File: src/rtl/lfsr_prbs_lock_check.sv
// Self-synchronising PRBS checker: per-bit error mask, HUNT/LOCKED lock tracking
// and saturating error/word statistics gathered while locked.
module lfsr_prbs_lock_check #(
  parameter int unsigned           LFSR_WIDTH   = 31,
  parameter logic [LFSR_WIDTH-1:0] LFSR_POLY    = 31'h10000001,
  parameter logic [LFSR_WIDTH-1:0] LFSR_INIT    = '1,
  parameter string                 LFSR_CONFIG  = "FIBONACCI",
  parameter bit                    REVERSE      = 1'b0,
  parameter bit                    INVERT       = 1'b1,
  parameter int unsigned           DATA_WIDTH   = 8,
  parameter string                 STYLE        = "AUTO",
  parameter int unsigned           LOCK_COUNT   = 16,
  parameter int unsigned           UNLOCK_COUNT = 4,
  parameter int unsigned           COUNT_WIDTH  = 32
) (
  input  logic                   clk,
  input  logic                   rst,
  input  logic [DATA_WIDTH-1:0]  data_in,
  input  logic                   data_in_valid,
  input  logic                   clear_counts,
  output logic [DATA_WIDTH-1:0]  data_out,
  output logic                   data_out_valid,
  output logic                   locked,
  output logic [COUNT_WIDTH-1:0] err_count,
  output logic [COUNT_WIDTH-1:0] word_count
);

  localparam int unsigned POP_W    = $clog2(DATA_WIDTH + 1);
  localparam bit          GALOIS   = (LFSR_CONFIG == "GALOIS");
  localparam logic [15:0] LOCK_N   = 16'(LOCK_COUNT);
  localparam logic [15:0] UNLOCK_N = 16'(UNLOCK_COUNT);

  typedef enum logic {HUNT, LOCKED} lock_state_t;

  // One received bit through the checker: returns {error_bit, next_state}.
  // The Galois form is the transposed FIR of the Fibonacci predictor.
  function automatic logic [LFSR_WIDTH:0] lfsr_step(input logic [LFSR_WIDTH-1:0] st,
                                                    input logic b);
    logic [LFSR_WIDTH-1:0] nxt;
    logic                  pred;
    if (GALOIS) begin
      pred = st[LFSR_WIDTH-1];
      nxt  = (st << 1) ^ ({LFSR_WIDTH{b}} & LFSR_POLY);
    end else begin
      pred = ^(st & LFSR_POLY);
      nxt  = {b, st[LFSR_WIDTH-1:1]};
    end
    return {b ^ pred, nxt};
  endfunction

  logic [LFSR_WIDTH-1:0]  lfsr_state;
  logic [LFSR_WIDTH-1:0]  lfsr_next;
  logic [DATA_WIDTH-1:0]  din_ord;
  logic [DATA_WIDTH-1:0]  err_bits;
  logic [DATA_WIDTH-1:0]  mask;
  logic [POP_W-1:0]       pop;
  logic [COUNT_WIDTH:0]   err_sum;
  logic [15:0]            run_count;
  logic [15:0]            run_inc;
  lock_state_t            state;

  always_comb begin
    din_ord = '0;
    for (int unsigned i = 0; i < DATA_WIDTH; i++) begin
      din_ord[i] = (REVERSE ? data_in[DATA_WIDTH-1-i] : data_in[i]) ^ INVERT;
    end
  end

  // Mask bits are returned in data_in bit order regardless of REVERSE.
  always_comb begin
    mask = '0;
    for (int unsigned i = 0; i < DATA_WIDTH; i++) begin
      mask[i] = REVERSE ? err_bits[DATA_WIDTH-1-i] : err_bits[i];
    end
  end

  if (STYLE == "REDUCTION") begin : g_unrolled
    for (genvar i = 0; i < DATA_WIDTH; i++) begin : g_bit
      logic [LFSR_WIDTH-1:0] st_in;
      logic [LFSR_WIDTH-1:0] st_out;
      if (i == 0) begin : g_head
        assign st_in = lfsr_state;
      end else begin : g_link
        assign st_in = g_bit[i-1].st_out;
      end
      assign {err_bits[DATA_WIDTH-1-i], st_out} = lfsr_step(st_in, din_ord[DATA_WIDTH-1-i]);
    end
    assign lfsr_next = g_bit[DATA_WIDTH-1].st_out;
  end else begin : g_loop
    logic [LFSR_WIDTH-1:0] st;
    always_comb begin
      st       = lfsr_state;
      err_bits = '0;
      for (int unsigned i = 0; i < DATA_WIDTH; i++) begin
        {err_bits[DATA_WIDTH-1-i], st} = lfsr_step(st, din_ord[DATA_WIDTH-1-i]);
      end
      lfsr_next = st;
    end
  end

  always_ff @(posedge clk) begin
    if (rst) begin
      lfsr_state     <= LFSR_INIT;
      data_out       <= '0;
      data_out_valid <= 1'b0;
    end else begin
      data_out_valid <= data_in_valid;
      if (data_in_valid) begin
        lfsr_state <= lfsr_next;
        data_out   <= mask;
      end
    end
  end

  always_comb begin
    pop = '0;
    for (int unsigned i = 0; i < DATA_WIDTH; i++) begin
      pop = pop + POP_W'(data_out[i]);
    end
  end

  assign err_sum = {1'b0, err_count} + (COUNT_WIDTH+1)'(pop);
  assign run_inc = run_count + 16'd1;

  // Lock FSM and statistics act on the registered mask, one cycle behind data_out.
  always_ff @(posedge clk) begin
    if (rst) begin
      state      <= HUNT;
      locked     <= 1'b0;
      run_count  <= '0;
      err_count  <= '0;
      word_count <= '0;
    end else begin
      if (data_out_valid) begin
        if (state == LOCKED) begin
          if (word_count != '1) word_count <= word_count + COUNT_WIDTH'(1);
          err_count <= err_sum[COUNT_WIDTH] ? '1 : err_sum[COUNT_WIDTH-1:0];
        end
        case (state)
          HUNT: begin
            if (pop != '0) begin
              run_count <= '0;
            end else if (run_inc == LOCK_N) begin
              state     <= LOCKED;
              locked    <= 1'b1;
              run_count <= '0;
            end else begin
              run_count <= run_inc;
            end
          end
          LOCKED: begin
            if (pop == '0) begin
              run_count <= '0;
            end else if (run_inc == UNLOCK_N) begin
              state     <= HUNT;
              locked    <= 1'b0;
              run_count <= '0;
            end else begin
              run_count <= run_inc;
            end
          end
          default: begin
            state  <= HUNT;
            locked <= 1'b0;
          end
        endcase
      end
      if (clear_counts) begin
        err_count  <= '0;
        word_count <= '0;
      end
    end
  end

endmodule

File: config.mk
export PLATFORM = sky130hd
export DESIGN_NAME = lfsr_prbs_lock_check
export DESIGN_NICKNAME = d
export VERILOG_FILES = /design/src/rtl/lfsr_prbs_lock_check.sv
export SDC_FILE = /design/constraint.sdc
export NUM_CORES = 1
export LEC_CHECK = 0
export CORE_MARGIN = 2
export CORE_UTILIZATION = 40
export CTS_CLUSTER_DIAMETER = 150
export DETAILED_ROUTE_END_ITERATION = 12
export PLACE_DENSITY = 0.7
export SYNTH_ARGS = -nofsm -noshare
export SYNTH_HDL_FRONTEND = slang
export SYNTH_SLANG_ARGS = --single-unit
export TNS_END_PERCENT = 20
File: constraint.sdc
create_clock -name clk -period 8.7 [get_ports clk]
set_input_delay 2.175 -clock clk [delete_from_list [all_inputs] [get_ports clk]]
set_output_delay 2.175 -clock clk [all_outputs]
set_load 0.1 [all_outputs]
## After elaboration in Yosys (flattened, before gate mapping)

Cells that the tools add are included.

- $add $sub $neg: 10
- Equal/unequal tests: 7
- Mux-type cells: 16
- Bitwise logic cells: 17
- Reductions and logical operators: 14

Operators by type and width:

| kind | count |
|---|---|
| $reduce_xor A31 Y1 | 8 |
| $mux W16 | 4 |
| $add A32 B4 Y33 | 1 |
| $add A32 B1 Y32 const B | 1 |
| $mux W32 | 1 |
| $ne A32 B32 Y1 const B | 1 |
| $pmux W16 S2 | 1 |
| $add A16 B1 Y16 const B | 1 |
| $add A4 B1 Y4 | 4 |
| $eq A16 B3 Y1 const B | 1 |
| $eq A16 B5 Y1 const B | 1 |
| $not A1 Y1 | 9 |
| $mux W1 | 8 |
| $xor A1 B1 Y1 | 8 |
| $ne A2 B2 Y1 const B | 3 |
| $reduce_and A5 Y1 | 1 |
| $add A3 B1 Y4 | 1 |
| $logic_not A4 Y1 | 1 |
| $pmux W1 S2 | 2 |
| $reduce_bool A4 Y1 | 1 |
| $add A2 B1 Y3 | 1 |
| $reduce_and A3 Y1 | 1 |
| $add A1 B1 Y2 | 1 |
| $ne A2 B1 Y1 const B | 1 |
| 2 further kinds | 2 |

- Register bits: 122
- Bits of input ports: 12
- Output and inout port bits: 74
- Logic and storage cells: 72

## Longest topological paths before layout

Gate-level depths: netlist of run 1.

- Depth after elaboration: 10
- Depth in mapped cells: 16
- Depth with buffers taken out: 16

## Least setup slack after synthesis of run 1

OpenSTA, ideal clock, no wires.

- Path type: reg-to-reg
- From: register data_out[1]
- To: register err_count[26]
- Library setup time: 0.070 ns
- Arrival time: 5.079 ns
- Data required time: 8.630 ns
- Path slack: 3.551 ns
- Stages on the path, launching flop included: 17
- Path through: dfxtp_1 > fa_1 > inv_1 > fa_1 > fa_1 > inv_1 > ha_1 > fa_1 > inv_1 > fa_1 > nor2b_1 > o21ai_0 > a2111oi_1 > and2_1 > nand3_1 > xor2_1 > a21oi_1

- Word-level cells in the longest chain between the ends: 9

RTL lines:

| what | RTL line | RTL |
|---|---|---|
| start: declaration | 21 | `output logic [DATA_WIDTH-1:0] data_out,` |
| start signal: assignment | 110 | `data_out <= mask;` |
| $add A1 B1 Y2 | 118 | `pop = pop + POP_W'(data_out[i]);` |
| $add A2 B1 Y3 | 118 |  |
| $add A3 B1 Y4 | 118 |  |
| $add A4 B1 Y4 (4 in a row) | 118 |  |
| $add A32 B4 Y33 | 122 | `assign err_sum = {1'b0, err_count} + (COUNT_WIDTH+1)'(pop);` |
| $mux W32 | 137 | `err_count <= err_sum[COUNT_WIDTH] ? '1 : err_sum[COUNT_WIDTH-1:0];` |
| end signal: assignment | 137 |  |
| end: declaration | 24 | `output logic [COUNT_WIDTH-1:0] err_count,` |

Every way passes these cells.
A chain may end at the register's enable or synchronous reset.

## Worst setup path after layout of run 1

- From: register data_out[0]
- To: register err_count[25]

The elaborated chain is that of the path after synthesis.

==> results.toml, run 1 <==
[synth]
seq_area_frac_synth_pct = 42.2
synth_compound_area_share_pct = 9.01
yosys.cell_types.count = 53
synthMuxAreaShare_pct = 5.18
synth_seq_cells = 122
synth.net_count = 691
ys.flop_type = "dfxtp_1"
ys_async_sr_fraction_pct = 0
syn_inst = 665
syn_area_per_cell_um2 = 8.71
synth_top_family_by_area = "simple AND/OR/NAND/NOR gates"
synth_simple_gate_area_share_pct = 23.9
ys_warn_count = 0
synth_edf_count = 0
synthAdderAreaFrac_pct = 3.67
synth_xor_area_share_pct = 12.7
syn_area_um2 = 5790

[global_route]
grt_pass1_wl_mm = 22.3
grt_max_degree = 61
grt_pass1_vias = 4678
antenna_found_initial = 0
grt-ovfl-total = 0
grt_usage_pct = 17.4

[placed_design]
dpl-instance-area_um2 = 6740
port_buffers = 85
post-dp-hpwl_mm = 9.11
place_congestion = 0.826

[clock_network]
path_clk_slew_ps = 50
cts_resized = 0
cts.root.buffer_cell = "clkbuf_16"
cts_setup_buffers = 0
cts_tree = "built"
cts_sinks = 122
clk_latency_ps = 420
cts_max_level = 4
cts_buffer_depth = 2
postCtsHoldBufs = 0
cts_buffers = 17

[sta]
skew_ps = 6.74
slew_violations = 0
fin_crit_ps = 5610
fin_setup_tns_ps = 0
fmax_mhz = 178
rsz0062_at_grt = "false"
setup_viol = 0
worst_slew_pin_slew_ps = 1130
fin_crit_sh_pct = 64.5
slew-limit-headroom_pct = 24.7
hold_viol = 0

[power_and_ir_drop]
p_seq_share_pct = 42.3
clkPwrFrac_pct = 48.8
swShare_pct = 25.4
pwr-share-comb_pct = 8.9
switchingPower_w = 0.000346
p_per_area_nw_per_um2 = 186
internal_power_w = 0.00101
ir_drop_mv = 0.136
leakage_nw = 2.59

[finish]
final_common_cell = "dfxtp_1"
final_area_um2 = 7290
most-common-layout-cells = "dfxtp_1 (122), clkdlybuf4s50_1 (84), nor2_1 (75), nand2_1 (70), xnor2_1 (45)"
diodes = 0
fill_cells = 1322
final_layout_size_suffix_gt1_share_pct = 5.19
area_growth_pct = 25.9
finalNetCount = 764

[worst_setup_path]
worst_setup_path_start_kind = "register"
critPathMaxFanout = 27
timing_worst_setup_path_type = "register to register"
end_kind = "register"
worstPathRequired_ps = 9040
rrSetupSlack_ps = 3090
r2r_cells = 15
arrival_ps = 5950

[floorplan]
io_pins = 86
die_h_um = 124
rows = 43
die_x_um = 124
dieArea_um2 = 15500
core_um2 = 14000
initial_core_util_pct = 41.4

[drt]
wirelength_mm = 13.2
drt_iter0_drc = 319
via_count = 4857
dr.pass1.iters = 4
via_per_inst = 5.22
wl_per_cell_um = 14.1
ant_nets = 0
remaining_drc_errors = 0

[worst_hold_path]
holdPathStages = 2
hold_class = "register to register"

[outcome]
outcome = "finished clean"

[flow_run]
maxCapViolations = 0
## final cells by class
| cell class | count | area, um^2 | area share (%) |
|---|---|---|---|
| Multi-Input combinational cell | 493 | 3150 | 43.2 |
| Sequential cell | 122 | 2440 | 33.5 |
| Timing Repair Buffer | 85 | 846 | 11.6 |
| Clock buffer | 20 | 457 | 6.26 |
| Tap cell | 180 | 225 | 3.09 |
| Clock inverter | 12 | 98.8 | 1.36 |
| Inverter | 19 | 71.3 | 0.978 |
## power groups by stage
stage | Clock (W) | Sequential (W) | Combinational [W]
2_1_floorplan | 0 | 0.000608 | 0.0000714
3_3_place_gp | 0 | 0.000587 | 0.000120
3_5_place_dp | 0 | 0.000587 | 0.000121
4_1_cts | 0.000675 | 0.000575 | 0.000122
5_1_grt | 0.000703 | 0.000577 | 0.000134
6_report | 0.000663 | 0.000576 | 0.000121
## synth_stat cells (5+ instances only)
cell	number	share of area, %
a21oi_1	36	3.1
and2_1	9	0.97
and3_1	21	2.3
and4_1	11	1.7
clkbuf_1	25	1.6
dfxtp_1	122	42
fa_1	5	1.7
ha_1	9	1.9
inv_1	18	1.2
mux2i_1	30	5.2
nand2_1	70	4.5
nand3_1	29	2.5
nand4_1	21	2.3
nor2_1	75	4.9
nor3_1	17	1.5
nor4_1	7	0.76
o21ai_0	20	1.7
or3_1	5	0.54
xnor2_1	45	6.8
xor2_1	39	5.9
## critical path, cell delays in order (launching register included)
cell,delay (ps)
dfxtp_1,340
fa_1,540
inv_1,50
fa_1,440
fa_1,480
inv_1,40
ha_1,190
fa_1,530
inv_1,70
fa_1,430
nor2b_1,110
o21ai_0,120
a2111oi_1,610
nand3_1,870
and4_1,540
nor3_1,160
## cell families after synthesis
logic type / count (synthesis)
xor+xnor: 84
flops: 122
buf+inv: 50
mux: 30
simple gates: 280
compound gates: 85
fa+ha+maj: 14
## worst paths after layout
| kind | startpoint | to |
|---|---|---|
| worst min-delay path | lfsr_state[16] | lfsr_state[16] |
| worst max register to register | data_out[0] | err_count[25] |
| worst max-delay path | data_out[0] | err_count[25] |
| worst min register to register | lfsr_state[16] | lfsr_state[16] |
## through the flow
| step | setup slack, ps | power, W | utilization, % | cells | hold slack (ps) |
|---|---|---|---|---|---|
| 3_3_place_gp | 3360 | 0.000706 | 48.2 | 899 | 450 |
| 2_1_floorplan | 3550 | 0.000680 | - | 665 | 439 |
| 4_1_cts | 3150 | 0.00137 | 52.1 | 931 | 479 |
| 3_5_place_dp | 3200 | 0.000708 | 48.2 | 899 | 461 |
| 5_1_grt | 2760 | 0.00141 | 52.1 | 931 | 497 |
| 6_report | 3090 | 0.00136 | 52.1 | 931 | 473 |
## layer usage
layer,wire [um],GRT usage (%),up-vias,part of all wire [%]
met1,6040,21.5,2305,46
li1,-,-,2444,-
met2,6360,28.7,90,48
met5,0,0,-,0
met4,246,7.07,0,1.9
met3,509,4.68,18,3.9
## flip-flops by register name, summed over array words and instances, names as in the netlist
name and cells:
state 1, err_count 32, run_count 16, lfsr_state 31, locked 1, data_out 8
data_out_valid 1, word_count 32
No activity file was read; power rests on OpenSTA's default activity.
==> inputs of run 2 (changes only) <==
--- a/config.mk
+++ b/config.mk
@@ -9,7 +9,7 @@
 export CORE_UTILIZATION = 40
 export CTS_CLUSTER_DIAMETER = 150
 export DETAILED_ROUTE_END_ITERATION = 12
-export PLACE_DENSITY = 0.7
+export PLACE_DENSITY = 0.72
 export SYNTH_ARGS = -nofsm -noshare
 export SYNTH_HDL_FRONTEND = slang
 export SYNTH_SLANG_ARGS = --single-unit
==> constraint.sdc (replaced) <==
create_clock -name clk -period 4.76 [get_ports clk]
set_input_delay 1.19 -clock clk [delete_from_list [all_inputs] [get_ports clk]]
set_output_delay 1.19 -clock clk [all_outputs]
set_load 0.1 [all_outputs]
==> results.toml, run 2 (synthesis results as in run 1) <==
[outcome]
outcome = "finished clean"

[global_route]
antenna_found_initial = 0
grt_pass1_wl_mm = 21.1
grt_usage_pct = 16.4
grt-ovfl-total = 0
grt_pass1_vias = 4363
grt_max_degree = 52

[finish]
diodes = 0
final_layout_size_suffix_gt1_share_pct = 7.23
reg_top3 = "err_count x32, word_count x32, lfsr_state x31"
final_area_um2 = 7400
most-common-layout-cells = "dfxtp_1 (118), clkdlybuf4s50_1 (84), nor2_1 (75), nand2_1 (70), xnor2_1 (45)"
final_common_cell = "dfxtp_1"
area_growth_pct = 27.8
finalNetCount = 774

[power_and_ir_drop]
p_per_area_nw_per_um2 = 338
ir_drop_mv = 0.242
leakage_nw = 2.64
power.total_w = 0.00250

[floorplan]
initial_core_util_pct = 41.4
core_um2 = 14000
die_h_um = 124
rows = 43
die_x_um = 124
dieArea_um2 = 15500
io_pins = 86

[clock_network]
cts_buffers = 17
cts_buffer_depth = 2
cts_setup_buffers = 0
cts_resized = 0
cts_sinks = 122
cts.root.buffer_cell = "clkbuf_16"
cts_max_level = 4
postCtsHoldBufs = 0
cts_tree = "built"
path_clk_slew_ps = 60
clk_latency_ps = 420

[drt]
via_per_inst = 5.13
remaining_drc_errors = 0
ant_nets = 0
wirelength_mm = 12.6
dr.pass1.iters = 4
wl_per_cell_um = 13.4
via_count = 4829
drt_iter0_drc = 279

[worst_setup_path]
worstPathRequired_ps = 5110
critPathMaxFanout = 5
timing_worst_setup_path_type = "register to register"
worst_setup_path_start_kind = "register"
arrival_ps = 4860
end_kind = "register"

[placed_design]
place_congestion = 0.763
post-place-ws_ps = 16.1
port_buffers = 85
post-dp-hpwl_mm = 8.78
dpl-instance-area_um2 = 6830

[sta]
slew-limit-headroom_pct = 26.5
hold_viol = 0
timing.final.ws_setup_ps = 253
fin_setup_tns_ps = 0
rsz0062_at_grt = "false"
fmax_mhz = 222
worst_slew_pin_slew_ps = 1100
skew_ps = 14.0
setup_viol = 0
slew_violations = 0
fin_crit_sh_pct = 94.7
fin_crit_ps = 4510

[flow_run]
maxCapViolations = 0

[worst_hold_path]
hold_class = "register to register"
[run 2: through the flow]
stage / utilization, % / instances / hold slack [ps]
floorplan: - / 665 / 439
global placement: 48.8 / 909 / 456
detailed placement: 48.8 / 909 / 459
CTS: 52.9 / 941 / 473
global route: 52.9 / 941 / 491
finish: 52.9 / 941 / 469
[run 2: layout make-up]
| type | count | area, um^2 |
|---|---|---|
| fill | 1342 | 6590 |
| multi-input combinational | 493 | 3160 |
| sequential | 122 | 2450 |
| timing repair buffer | 95 | 921 |
| clock buffer | 19 | 453 |
| tap | 180 | 225 |
| clock inverter | 13 | 118 |
| inverter | 19 | 71.3 |
[run 2: path summary, 6_finish.rpt]
| check | start | endpoint | slack (ps) | cells after the start |
|---|---|---|---|---|
| worst max-delay path | data_out[0] | err_count[28] | 250 | 16 |
| worst min-delay path | lfsr_state[27] | lfsr_state[19] | 470 | 2 |
| worst max register to register | data_out[0] | err_count[28] | 250 | 16 |
| worst min register to register | lfsr_state[27] | lfsr_state[19] | 470 | 2 |
[run 2: layer usage]
metal / wire length (um) / GRT usage [%] / share of wire [%]
met1: 5970 / 21.1 / 47
met5: 0 / 0 / 0
met2: 5910 / 26.3 / 47
met3: 528 / 4.55 / 4.2
met4: 200 / 6.35 / 1.6
[run 2: report_power, final]
| group | switching [W] | leakage (nW) | internal (W) |
|---|---|---|---|
| Combinational | 0.000144 | 1.38 | 0.0000811 |
| Sequential | 0.0000151 | 0.990 | 0.00104 |
| Clock | 0.000481 | 0.264 | 0.000746 |
[run 2: worst max-delay path, stage by stage (launching register included)]
cell and delay [ps]:
dfxtp_4 350, fa_1 520, inv_1 50, fa_1 450, fa_1 490, inv_1 40, ha_1 190, fa_1 520
inv_1 70, fa_1 430, nor2b_1 110, o21ai_0 130, a2111oi_2 420, and2_1 280, nand3_1 110, xor2_1 150
a21oi_1 130
